[config.mk]
export PLATFORM = sky130hd
export DESIGN_NAME = symbol_pin_mapper_flat
export DESIGN_NICKNAME = d
export VERILOG_FILES = /design/src/rtl/symbol_pin_mapper_if.sv /design/src/rtl/symbol_pin_mapper.sv /design/src/flat_wrapper.sv
export SDC_FILE = /design/constraint.sdc
export NUM_CORES = 1
export LEC_CHECK = 0
export ABC_AREA = 1
export BUFFER_PORTS_ARGS = -buffer_cell sky130_fd_sc_hd__buf_2
export CAP_MARGIN = 0
export CORE_MARGIN = 1
export CORE_UTILIZATION = 50
export CTS_CLUSTER_SIZE = 20
export DETAILED_ROUTE_END_ITERATION = 12
export GPL_ROUTABILITY_DRIVEN = 0
export GPL_TIMING_DRIVEN = 0
export PLACE_DENSITY = 0.68
export SETUP_SLACK_MARGIN = 0.4
export SLEW_MARGIN = 30
export SYNTH_ARGS = -nofsm -noshare
export SYNTH_HDL_FRONTEND = slang
export SYNTH_SLANG_ARGS = --single-unit
[constraint.sdc]
create_clock -name clk -period 2.75 [get_ports clk]
set_clock_uncertainty 0.05 [all_clocks]
set_input_delay 0.55 -clock clk [delete_from_list [all_inputs] [get_ports clk]]
set_output_delay 0.55 -clock clk [all_outputs]
set_load 0.01 [all_outputs]
[src/rtl/symbol_pin_mapper_if.sv]
// symbol_pin_mapper_if
//   Tuple-in / port-out stream bundle for symbol_pin_mapper.
//   Input stream : in_valid, in_ready, in_dev, in_pin, in_net, in_last
//   Output stream: out_valid, out_ready, out_port, out_net, out_last
//   Error report : err_valid (one-cycle pulse), err_code
//   master = upstream/downstream environment side, slave = mapper side.
interface symbol_pin_mapper_if #(
  parameter int NET_W = 16,
  parameter int PIN_W = 3
);
  logic             in_valid;
  logic             in_ready;
  logic [1:0]       in_dev;
  logic [PIN_W-1:0] in_pin;
  logic [NET_W-1:0] in_net;
  logic             in_last;

  logic             out_valid;
  logic             out_ready;
  logic [1:0]       out_port;
  logic [NET_W-1:0] out_net;
  logic             out_last;

  logic             err_valid;
  logic [1:0]       err_code;

  modport master (
    output in_valid, in_dev, in_pin, in_net, in_last, out_ready,
    input  in_ready, out_valid, out_port, out_net, out_last, err_valid, err_code
  );

  modport slave (
    input  in_valid, in_dev, in_pin, in_net, in_last, out_ready,
    output in_ready, out_valid, out_port, out_net, out_last, err_valid, err_code
  );
endinterface

[src/rtl/symbol_pin_mapper.sv]
// symbol_pin_mapper
//   Collects one symbol instance's (pin, net) tuples in any order, validates
//   them against the device pin table, then emits the net ids in the target
//   device module's port order. Malformed instances produce an error pulse
//   instead of output.
// Ports
//   clk  : clock, rising edge
//   rst  : asynchronous reset, active-high
//   bus  : symbol_pin_mapper_if.slave (input tuples, output ports, error)
// Device table (pin count; emitted symbol-pin order)
//   0 BC547  4; 1,2,3,4    1 2N2905 3; 1,2,3
//   2 2N2222 3; 3,1,2      3 2N3053 3; 1,2,3
module symbol_pin_mapper #(
  parameter int NET_W    = 16,
  parameter int PIN_W    = 3,
  parameter int MAX_PINS = 4
) (
  input logic              clk,
  input logic              rst,
  symbol_pin_mapper_if.slave bus
);

  localparam int IDX_W = (MAX_PINS > 1) ? $clog2(MAX_PINS) : 1;

  typedef enum logic [1:0] {
    IDLE    = 2'd0,
    COLLECT = 2'd1,
    CHECK   = 2'd2,
    EMIT    = 2'd3
  } state_t;

  localparam logic [1:0] CODE_NONE    = 2'd0;
  localparam logic [1:0] CODE_MISSING = 2'd1;
  localparam logic [1:0] CODE_DUP     = 2'd2;
  localparam logic [1:0] CODE_RANGE   = 2'd3;

  function automatic logic [2:0] pin_count(input logic [1:0] dev);
    return (dev == 2'd0) ? 3'd4 : 3'd3;
  endfunction

  // 1-based symbol pin that feeds device port k.
  function automatic logic [2:0] pin_order(input logic [1:0] dev, input logic [1:0] k);
    logic [2:0] pin;
    if (dev == 2'd2) begin
      case (k)
        2'd0:    pin = 3'd3;
        2'd1:    pin = 3'd1;
        default: pin = 3'd2;
      endcase
    end else begin
      pin = {1'b0, k} + 3'd1;
    end
    return pin;
  endfunction

  state_t           state_q, state_d;
  logic [1:0]       dev_q, dev_d;
  logic [1:0]       code_q, code_d;
  logic [1:0]       k_q, k_d;
  logic [MAX_PINS-1:0] vld_q, vld_d;
  logic [NET_W-1:0] slot_q [MAX_PINS];
  logic [NET_W-1:0] slot_d [MAX_PINS];

  logic             in_ready_c;
  logic             out_valid_c;
  logic             out_last_c;
  logic             in_fire;
  logic             out_fire;
  logic [1:0]       dev_cur;
  logic [2:0]       cnt_cur;
  logic [2:0]       cnt_q;
  logic             pin_bad;
  logic [IDX_W-1:0] wr_idx;
  logic [2:0]       rd_pin;
  logic [IDX_W-1:0] rd_idx;
  logic             any_missing;
  logic [1:0]       final_code;

  assign in_ready_c  = (state_q == IDLE) || (state_q == COLLECT);
  assign out_valid_c = (state_q == EMIT);
  assign in_fire     = bus.in_valid && in_ready_c;
  assign out_fire    = out_valid_c && bus.out_ready;

  // The first tuple of an instance is range-checked against the device it
  // carries, before dev_q has latched it.
  assign dev_cur = (state_q == IDLE) ? bus.in_dev : dev_q;
  assign cnt_cur = pin_count(dev_cur);
  assign cnt_q   = pin_count(dev_q);
  assign pin_bad = (bus.in_pin == '0) || (32'(bus.in_pin) > 32'(cnt_cur));
  assign wr_idx  = IDX_W'(bus.in_pin - PIN_W'(1));

  assign rd_pin     = pin_order(dev_q, k_q);
  assign rd_idx     = IDX_W'(rd_pin - 3'd1);
  assign out_last_c = out_valid_c && ({1'b0, k_q} == (cnt_q - 3'd1));

  always_comb begin
    any_missing = 1'b0;
    for (int unsigned i = 0; i < MAX_PINS; i++) begin
      if ((i < 32'(cnt_q)) && !vld_q[i]) begin
        any_missing = 1'b1;
      end
    end
  end

  assign final_code = ((code_q == CODE_NONE) && any_missing) ? CODE_MISSING : code_q;

  assign bus.in_ready  = in_ready_c;
  assign bus.out_valid = out_valid_c;
  assign bus.out_port  = out_valid_c ? k_q : '0;
  assign bus.out_net   = out_valid_c ? slot_q[rd_idx] : '0;
  assign bus.out_last  = out_last_c;
  assign bus.err_valid = (state_q == CHECK) && (final_code != CODE_NONE);
  assign bus.err_code  = bus.err_valid ? final_code : '0;

  always_comb begin
    state_d = state_q;
    dev_d   = dev_q;
    code_d  = code_q;
    k_d     = k_q;
    vld_d   = vld_q;
    slot_d  = slot_q;

    case (state_q)
      IDLE, COLLECT: begin
        if (in_fire) begin
          if (state_q == IDLE) begin
            dev_d = bus.in_dev;
          end
          if (pin_bad) begin
            if (code_d == CODE_NONE) code_d = CODE_RANGE;
          end else if (vld_q[wr_idx]) begin
            if (code_d == CODE_NONE) code_d = CODE_DUP;
          end else begin
            slot_d[wr_idx] = bus.in_net;
            vld_d[wr_idx]  = 1'b1;
          end
          state_d = bus.in_last ? CHECK : COLLECT;
        end
      end
      CHECK: begin
        if (final_code != CODE_NONE) begin
          vld_d   = '0;
          code_d  = CODE_NONE;
          state_d = IDLE;
        end else begin
          k_d     = '0;
          state_d = EMIT;
        end
      end
      EMIT: begin
        if (out_fire) begin
          if (out_last_c) begin
            vld_d   = '0;
            k_d     = '0;
            state_d = IDLE;
          end else begin
            k_d = k_q + 2'd1;
          end
        end
      end
      default: state_d = IDLE;
    endcase
  end

  always_ff @(posedge clk or posedge rst) begin
    if (rst) begin
      state_q <= IDLE;
      dev_q   <= '0;
      code_q  <= CODE_NONE;
      k_q     <= '0;
      vld_q   <= '0;
      for (int unsigned i = 0; i < MAX_PINS; i++) begin
        slot_q[i] <= '0;
      end
    end else begin
      state_q <= state_d;
      dev_q   <= dev_d;
      code_q  <= code_d;
      k_q     <= k_d;
      vld_q   <= vld_d;
      for (int unsigned i = 0; i < MAX_PINS; i++) begin
        slot_q[i] <= slot_d[i];
      end
    end
  end

endmodule

[src/flat_wrapper.sv]
// flat-port wrapper written by rule: the top's interface ports become plain ports
module symbol_pin_mapper_flat 
#(
  parameter int NET_W    = 16,
  parameter int PIN_W    = 3,
  parameter int MAX_PINS = 4
)
  (clk, rst, bus_in_valid, bus_in_dev, bus_in_pin, bus_in_net, bus_in_last, bus_out_ready, bus_in_ready, bus_out_valid, bus_out_port, bus_out_net, bus_out_last, bus_err_valid, bus_err_code);
  symbol_pin_mapper_if #(.NET_W(NET_W), .PIN_W(PIN_W)) bus_i ();
  input logic clk;
  input logic rst;
  input wire logic [$bits(bus_i.in_valid)-1:0] bus_in_valid;
  input wire logic [$bits(bus_i.in_dev)-1:0] bus_in_dev;
  input wire logic [$bits(bus_i.in_pin)-1:0] bus_in_pin;
  input wire logic [$bits(bus_i.in_net)-1:0] bus_in_net;
  input wire logic [$bits(bus_i.in_last)-1:0] bus_in_last;
  input wire logic [$bits(bus_i.out_ready)-1:0] bus_out_ready;
  output wire logic [$bits(bus_i.in_ready)-1:0] bus_in_ready;
  output wire logic [$bits(bus_i.out_valid)-1:0] bus_out_valid;
  output wire logic [$bits(bus_i.out_port)-1:0] bus_out_port;
  output wire logic [$bits(bus_i.out_net)-1:0] bus_out_net;
  output wire logic [$bits(bus_i.out_last)-1:0] bus_out_last;
  output wire logic [$bits(bus_i.err_valid)-1:0] bus_err_valid;
  output wire logic [$bits(bus_i.err_code)-1:0] bus_err_code;
  assign bus_i.in_valid = bus_in_valid;
  assign bus_i.in_dev = bus_in_dev;
  assign bus_i.in_pin = bus_in_pin;
  assign bus_i.in_net = bus_in_net;
  assign bus_i.in_last = bus_in_last;
  assign bus_i.out_ready = bus_out_ready;
  assign bus_in_ready = bus_i.in_ready;
  assign bus_out_valid = bus_i.out_valid;
  assign bus_out_port = bus_i.out_port;
  assign bus_out_net = bus_i.out_net;
  assign bus_out_last = bus_i.out_last;
  assign bus_err_valid = bus_i.err_valid;
  assign bus_err_code = bus_i.err_code;
  symbol_pin_mapper #(.NET_W(NET_W), .PIN_W(PIN_W), .MAX_PINS(MAX_PINS)) u_core (.clk(clk), .rst(rst), .bus(bus_i));
endmodule
==> results.json, run 1 <==
{
  "max_slew_margin_pct": 38.9,
  "synth_area_per_cell_um2": 7.13,
  "grt_overflow_total": 0,
  "crit_arrival_ps": 3010,
  "dieArea_um2": 8650,
  "cp.required_ps": 2950,
  "path_max_fanout": 7,
  "combPwrFrac_pct": 65.2,
  "area_growth_pct": 62.4,
  "maxCapViolCount": 0,
  "violations": "setup timing",
  "wl_met1_mm": 6.36,
  "syn_area_um2": 4140,
  "hold_violations": 0,
  "min_period_ps": 2810,
  "cts_root_buf": "clkbuf_8",
  "r2r-end": "u_core.slot_q[47]",
  "vias": 5252,
  "antenna_found_initial": 0,
  "route.met3.wl_mm": 2.42,
  "htreeDepth": 3,
  "grt_pass1_wl_mm": 23.9,
  "dp.final_hpwl_mm": 8.09,
  "status": "complete, but fails checks",
  "clock_latency_ps": 360,
  "chipWidth_um": 93.0,
  "final_cell_area_um2": 6720,
  "min_path_type": "in2async",
  "finalCritPeriodShare_pct": 102,
  "numPortBuffers": 49,
  "power_mw": 9.09,
  "ys_warn_count": 0,
  "routedWlPerCell_um": 23.4,
  "syn_nets": 616,
  "dr.max_layer_used": "met4",
  "place_area_um2": 4590,
  "setup_violations": 7,
  "p_leak_nw": 3.39,
  "fin_nets": 747,
  "drive_above_1_share_pct": 41.7,
  "grt_max_degree": 27,
  "setup.worst_path.class": "reg2reg",
  "insertedDiodeCount": 0,
  "swShare_pct": 45.8,
  "pre_cts_slack_ps": -136,
  "rsz0062_at_grt": "true",
  "drtIter0Drc": 677,
  "clkSinkCount": 76,
  "die_h_um": 93.0,
  "netlist_instances": 581,
  "seqPwrFrac_pct": 23.5,
  "ys_seq_area_share_pct": 45.9,
  "vias_per_cell": 6.41,
  "tightest_slew_ps": 916,
  "dr.pass1.iters": 9,
  "power_density_nw_per_um2": 1350,
  "cts_buffers": 9,
  "wirelength_mm": 19.1,
  "critical_path.startpoint": "u_core.state_q[1]",
  "drc": 0,
  "fmax_mhz": 356,
  "ff2ff_setup_slack_ps": -60,
  "rows": 32,
  "tritoncts": "built",
  "ys_types": 24,
  "reg2reg_depth": 17,
  "finalWorstSetupSlack_ps": -60.3,
  "num_io_pins": 50,
  "clk_pin_slew_ps": 90,
  "holdWs_ps": 108,
  "clkPwrFrac_pct": 11.3,
  "startpoint_type": "flop",
  "endpoint_kind": "flop",
  "cts.path.max_buffers": 2,
  "fin_setup_tns_ps": -173,
  "power_switching_mw": 4.17,
  "wl_met2_mm": 8.67,
  "rr_startpoint": "u_core.state_q[1]",
  "p_int_mw": 4.93,
  "grtUsageTotal_pct": 37.1,
  "ant_nets": 0,
  "grt_pass1_vias": 4622,
  "core-area_um2": 7850,
  "final_max_slew_viol_count": 0,
  "synth-seq-cells": 76,
  "max-vdd-ir-drop_mv": 0.770,
  "start_util_pct": 52.8
}
==> cells in the final DEF, fill, tap and decap left out, types with 5 or more instances in the layout <==
cell type | netlist | layout
clkbuf_8 | 0 | 12
buf_12 | 0 | 22
o21ai_0 | 8 | 8
a21oi_2 | 0 | 15
clkbuf_1 | 10 | 10
dfrtp_1 | 76 | 75
a21oi_1 | 21 | 5
nand3_2 | 0 | 31
nand2_4 | 2 | 24
inv_1 | 19 | 13
buf_4 | 1 | 21
nand2_8 | 0 | 7
nor2_1 | 24 | 23
nand2_1 | 304 | 229
buf_6 | 7 | 22
buf_2 | 9 | 49
buf_8 | 0 | 8
nand3_1 | 77 | 45
nand2_2 | 3 | 49
ha_1 | 9 | 6
buf_16 | 0 | 12
==> through the flow <==
step           util [%]  instances
5_1_grt            85.7        819
4_1_cts            76.1        797
6_report           85.7        819
3_3_place_gp       57.6        732
2_1_floorplan         -        581
3_5_place_dp       58.5        735
==> timing repair <==
| action | 4_1_cts | 5_1_grt |
|---|---|---|
| setup buffers | 35 | 18 |
| pin swaps | 44 | 46 |
| endpoints found under the setup margin | 87 | 89 |
| gates resized for setup | 140 | 127 |
| hold buffers | 0 | 0 |
| gates cloned | 11 | 4 |
==> cells by family after synthesis <==
kind of cell    share of synthesized area, %
simple gates                            40.9
flops                                   45.9
buf+inv                                 6.04
compound gates                          4.11
fa+ha+maj                               2.72
mux                                    0.242
==> layer usage <==
metal | up-vias | global-route usage [%]
met3 | 175 | 6.83
li1 | 2114 | -
met4 | 0 | 20.3
met5 | - | 0
met2 | 511 | 60.5
met1 | 2452 | 46.5
==> cells in the mapped netlist (all sizes together) <==
cell    count  area (um2)
a21oi      21         105
clkbuf     10        37.5
nand2     309        1180
mux2i       1        10.0
nand3b      1        7.51
ha          9         113
nor2       25        96.4
or2         1        6.26
nor3        1        5.00
nand4       2        12.5
inv        21        81.3
nand3      77         385
buf        17         131
dfrtp      76        1900
o21ai      10        65.1
==> final cells by class <==
| class | instances | area (um2) |
|---|---|---|
| clock buffers | 13 | 159 |
| inverters | 21 | 100 |
| fillers | 380 | 1120 |
| plain buffers | 27 | 355 |
| multi-input cells | 457 | 2680 |
| flip-flops and latches | 76 | 1900 |
| well taps | 102 | 128 |
| repair buffers | 120 | 1330 |
| clock inverters | 3 | 68.8 |
==> power by group through the flow <==
stage	clock network [mW]	registers [mW]	logic (mW)
finish	1.03	2.13	5.93
global route	1.07	2.17	6.17
CTS	0.993	1.99	4.26
detailed placement	0	1.99	2.74
global placement	0	1.97	2.65
floorplan	0	1.92	1.95
==> worst max-delay path by stage <==
stage                   endpoint  slack [ps]
2_1_floorplan   u_core.slot_q[0]         390
3_3_place_gp    u_core.slot_q[3]        -100
3_5_place_dp    u_core.slot_q[5]        -140
4_1_cts          bus_out_net[15]         190
5_1_grt        u_core.slot_q[47]        -140
6_report       u_core.slot_q[47]         -60
==> worst max-delay path, cell delays in order (launching register included) <==
cell	delay, ps
dfrtp_1	410
buf_6	130
nor2_4	150
nor2_1	80
a21oi_1	200
nand2_2	150
ha_4	280
a21oi_2	100
nand2_1	70
nand2_2	110
nand3_4	80
nor2_4	120
buf_12	150
buf_12	130
nand2_8	80
buf_8	200
nand2_1	100
nand2_1	70
==> flip-flops by register name, indices dropped and copies added (netlist names) <==
register and cells:
u_core.state_q 2, u_core.k_q 2, u_core.slot_q 64, u_core.dev_q 2, u_core.code_q 2, u_core.vld_q 4
Note: power is estimated with default switching activity, not from simulation.
==> inputs of run 2 (changes only) <==
Settings changed: ABC_AREA 1 to not set.
==> results.json, run 2 <==
{
  "tritoncts": "built",
  "max-vdd-ir-drop_mv": 0.650,
  "grt_pass1_wl_mm": 15.3,
  "fmax_mhz": 336,
  "drc": 0,
  "syn_area_um2": 3960,
  "die_h_um": 91.0,
  "yosys-top-cells-area": "dfrtp_1, mux2_4, mux2_2",
  "synth_top_family_by_area": "multiplexers",
  "cts_root_buf": "clkbuf_8",
  "fin_nets": 415,
  "synth_most_common_cell": "dfrtp_1",
  "seqPwrFrac_pct": 29.1,
  "place_area_um2": 4470,
  "max_slew_margin_pct": 58.4,
  "grt_pass1_vias": 2857,
  "wirelength_mm": 9.99,
  "largest_reg_flops": 64,
  "endpoint_kind": "output pin",
  "rows": 32,
  "antenna_found_initial": 0,
  "grt_overflow_total": 0,
  "power_switching_mw": 2.31,
  "dr.pass1.iters": 4,
  "muxShareOfSynthArea_pct": 32.8,
  "fin_setup_tns_ps": -3290,
  "synth_common_cells": "dfrtp_1, mux2_4, mux2_2",
  "insertedDiodeCount": 0,
  "setup_violations": 16,
  "start_util_pct": 51.5,
  "dp_cells": 420,
  "core-area_um2": 7690,
  "hold_violations": 0,
  "fin_util_pct": 73.9,
  "synth_fa_ha_area_share_pct": 2.85,
  "wl_met1_mm": 4.44,
  "power_density_nw_per_um2": 1240,
  "min_period_ps": 2970,
  "stdcell_count": 487,
  "synth-seq-cells": 76,
  "violations": "setup timing",
  "yosys.area.top_type": "dfrtp_1",
  "clock_latency_ps": 360,
  "tightest_slew_ps": 623,
  "yosysTopAreaCellShare_pct": 48.1,
  "routedWlPerCell_um": 20.5,
  "vias": 2723,
  "grt_max_degree": 31,
  "route.met3.wl_um": 461,
  "num_io_pins": 50,
  "rsz0062_at_grt": "true",
  "dp.final_hpwl_mm": 5.45,
  "ant_nets": 0,
  "power_mw": 7.05,
  "startpoint_type": "flop",
  "async_reset_ff_share_pct": 100,
  "setup.worst_path.class": "reg2out",
  "numPortBuffers": 49,
  "netlist_instances": 266,
  "ys.flop_type": "dfrtp_1",
  "swShare_pct": 32.7,
  "cts_buffers": 9,
  "clkPwrFrac_pct": 15.2,
  "pre_cts_slack_ps": -452,
  "largestRegisters": "u_core.slot_q: 64 flops, u_core.vld_q: 4 flops",
  "final_cell_area_um2": 5680,
  "path_max_fanout": 5,
  "cts.path.max_buffers": 2,
  "synth_area_per_cell_um2": 14.9,
  "finalCritPeriodShare_pct": 108,
  "most-common-layout-cells": "dfrtp_1, mux2_4, buf_6",
  "area_growth_pct": 43.6,
  "clk_pin_slew_ps": 90,
  "synth_compound_area_share_pct": 4.30,
  "clkSinkCount": 76,
  "regMostFlops": "u_core.slot_q",
  "ff2ff_setup_slack_ps": 10,
  "status": "complete, but fails checks",
  "finalWorstSetupSlack_ps": -222,
  "synth-xor-area-share_pct": 0,
  "maxCapViolCount": 0,
  "crit_arrival_ps": 2370,
  "p_leak_nw": 2.58,
  "chipWidth_um": 91.0,
  "cts_hold_buf": 0,
  "final_max_slew_viol_count": 0,
  "ys_types": 38,
  "synth_enable_flop_cells": 0,
  "min_path_type": "in2async",
  "drtIter0Drc": 173,
  "grtUsageTotal_pct": 24.9,
  "drive_above_1_share_pct": 65.5,
  "combPwrFrac_pct": 55.7,
  "cp.required_ps": 2150,
  "dieArea_um2": 8270,
  "ys_seq_area_share_pct": 48.1,
  "syn_nets": 301,
  "htreeDepth": 3,
  "vias_per_cell": 5.59,
  "layout_commonest_cell": "dfrtp_1",
  "p_int_mw": 4.74,
  "wl_met2_mm": 4.79,
  "holdWs_ps": 21.4,
  "synthSimpleGateAreaFrac_pct": 8.50,
  "dr.max_layer_used": "met4",
  "ys_warn_count": 0
}
==> run 2: changes by cell type after synthesis, moves of 19 or more <==
cell / change
a21oi_1: -19
nand3_1: -74
mux2_4: +36
mux2_2: +30
nand2_1: -296
==> run 2: final cells by class <==
cell class	instances	area (um2)
plain buffers	10	138
clock buffers	9	124
clock inverters	7	124
fillers	475	2000
inverters	11	45.0
multi-input cells	169	2170
flip-flops and latches	76	1910
well taps	102	128
repair buffers	103	1040
==> run 2: final timing paths <==
check                             startpoint                 to  cells after the start
setup / recovery             u_core.dev_q[0]     bus_out_net[0]                      7
hold / removal                           rst      u_core.k_q[1]                      2
setup reg to reg           u_core.state_q[1]  u_core.slot_q[38]                     14
hold reg to reg            u_core.slot_q[19]  u_core.slot_q[19]                      1
max in group asynchronous                rst  u_core.slot_q[51]                      4
min in group clk                 bus_in_last  u_core.state_q[1]                      3
==> run 2: routing by layer <==
layer	track usage [%]	up-vias
met5	0	-
met4	10.6	0
met3	4.77	26
met2	38.8	86
met1	34.2	1406
li1	-	1205
==> run 2: timing repair <==
item                       CTS  global route
buffers inserted            33            13
setup endpoints to repair   86            88
gates resized for setup     80            24
pin swaps                    7            15
cloned                       4             1
==> run 2: power groups by stage <==
stage	registers, mW	logic, mW	clock network (mW)
after floorplan	1.91	2.26	0
after global placement	1.99	2.67	0
after detailed placement	2.03	2.76	0
after CTS	2.03	3.64	1.07
after global routing	2.10	4.18	1.12
final	2.05	3.93	1.07
==> run 2: worst max-delay path: stages, from the launching register on <==
cell	delay [ps]
dfrtp_1	380
and2b_2	290
mux2i_4	280
buf_12	160
buf_12	130
mux4_2	510
and2_4	160
buf_6	110
==> run 2: cells by family (layout without fill, tap and decap cells) <==
kind of cell / count (synthesis) / in the layout
flops: 76 / 76
mux: 85 / 85
compound gates: 25 / 25
buf+inv: 21 / 140
fa+ha+maj: 9 / 9
simple gates: 50 / 50
==> inputs of run 3 (changes only) <==
Settings changed: BUFFER_PORTS_ARGS -buffer_cell sky130_fd_sc_hd__buf_2 to -buffer_cell sky130_fd_sc_hd__buf_4.
==> results.json, run 3 (synthesis results as in run 2) <==
{
  "area_growth_pct": 35.5,
  "final_max_slew_viol_count": 0,
  "fin_setup_tns_ps": -1710,
  "crit_chain": "and2b_2 -> mux2i_4 -> buf_6 -> mux4_2 -> and2_4 -> buf_6",
  "p_leak_nw": 2.41,
  "start_util_pct": 51.5,
  "clk_pin_slew_ps": 80,
  "critPathSlowestCell": "mux4_2",
  "fillers": 559,
  "vias_per_cell": 5.42,
  "max_slew_margin_pct": 62.3,
  "insertedDiodeCount": 0,
  "wirelength_mm": 8.58,
  "maxCapViolCount": 0,
  "layout_commonest_cell": "dfrtp_1",
  "rsz0062_at_grt": "true",
  "setup_violations": 16,
  "grt_pass1_wl_mm": 13.6,
  "dp_cells": 419,
  "startpoint_type": "flop",
  "fin_nets": 394,
  "final_cell_area_um2": 5360,
  "slowest_delay_ps": 510,
  "power_density_nw_per_um2": 1180,
  "core-area_um2": 7690,
  "grt_pass1_vias": 2559,
  "critPathMostFrequentCell": "buf_6",
  "most-common-layout-cells": "dfrtp_1, mux2_4, buf_4",
  "hold_violations": 0,
  "setup.worst_path.class": "reg2out",
  "endpoint_kind": "output pin",
  "cts_root_buf": "clkbuf_8",
  "stdcell_count": 466,
  "status": "complete, but fails checks",
  "max-vdd-ir-drop_mv": 0.569,
  "multiInputGateArea_um2": 2130,
  "drtIter0Drc": 102,
  "num_io_pins": 50,
  "finalWorstSetupSlack_ps": -138,
  "reg2reg_depth": 13,
  "regMostFlops": "u_core.slot_q",
  "die_h_um": 91.0,
  "dieArea_um2": 8270,
  "largest_reg_flops": 64,
  "drc": 0,
  "routedWlPerCell_um": 18.4,
  "holdWs_ps": 201,
  "regArea_um2": 1910,
  "grt_max_degree": 30,
  "tritoncts": "built",
  "grtUsageTotal_pct": 21.6,
  "cts.path.max_buffers": 2,
  "rows": 32,
  "cts_buffers": 9,
  "clkSinkCount": 76,
  "dp.final_hpwl_mm": 5.33,
  "grt_overflow_total": 0,
  "cts_hold_buf": 0,
  "min_path_type": "in2async",
  "min_period_ps": 2890,
  "place_area_um2": 4570,
  "largestRegisters": "u_core.slot_q: 64 flops, u_core.vld_q: 4 flops",
  "drive_above_1_share_pct": 63.5,
  "violations": "setup timing",
  "fmax_mhz": 346,
  "finalCritPeriodShare_pct": 105,
  "antenna_found_initial": 0,
  "path_max_fanout": 6,
  "dr.pass1.iters": 4,
  "numPortBuffers": 49,
  "htreeDepth": 3,
  "clock_latency_ps": 350,
  "vias": 2525,
  "chipWidth_um": 91.0,
  "cp.required_ps": 2150,
  "tightest_slew_ps": 565,
  "ant_nets": 0,
  "crit_arrival_ps": 2290
}
==> run 3: through the flow <==
step / power [mW] / setup slack, ps / util, %
2_1_floorplan: 4.17 / 41.3 / -
3_3_place_gp: 4.74 / -417 / 58.9
3_5_place_dp: 4.83 / -455 / 59.4
4_1_cts: 6.03 / -161 / 65.7
5_1_grt: 6.71 / -225 / 69.7
6_report: 6.33 / -138 / 69.7
==> run 3: report_power, final <==
part           switching, mW  internal (mW)
Sequential             0.337           1.67
Combinational           1.30           2.19
Clock                  0.415          0.419
==> run 3: metal layers <==
| metal | track usage [%] | wire length (um) |
|---|---|---|
| met1 | 30.4 | 4030 |
| met2 | 34.1 | 4150 |
| met3 | 5.95 | 323 |
| met4 | 4.37 | 78 |
| met5 | 0 | 0 |
==> run 3: final cells by class <==
class	instances	area share, %
multi-input cells	169	39.7
flip-flops and latches	76	35.5
repair buffers	82	15.5
plain buffers	10	2.47
clock buffers	10	2.38
well taps	102	2.38
clock inverters	6	1.21
inverters	11	0.840
==> run 3: repair_timing <==
action,4_1_cts,5_1_grt
setup buffers,19,8
pin swaps,4,16
resized for setup,26,49
endpoints found under the setup margin,86,88
gates cloned,1,3
==> run 3: worst max-delay path, delay by kind of cell (launching register included) <==
| kind | cells | cell delay [ps] |
|---|---|---|
| buffers and inverters | 2 | 310 |
| DFF | 1 | 380 |
| and+or+nand+nor | 2 | 420 |
| muxes | 2 | 820 |
==> run 3: path summary, 6_finish.rpt <==
path / start / end / slack [ps]
min: rst / u_core.slot_q[1] / 200
min reg2reg: u_core.slot_q[35] / u_core.slot_q[35] / 460
max in group asynchronous: rst / u_core.slot_q[61] / 1920
min in group clk: bus_in_net[9] / u_core.slot_q[9] / 410
max: u_core.dev_q[0] / bus_out_net[9] / -140
max reg2reg: u_core.dev_q[0] / u_core.slot_q[10] / 60
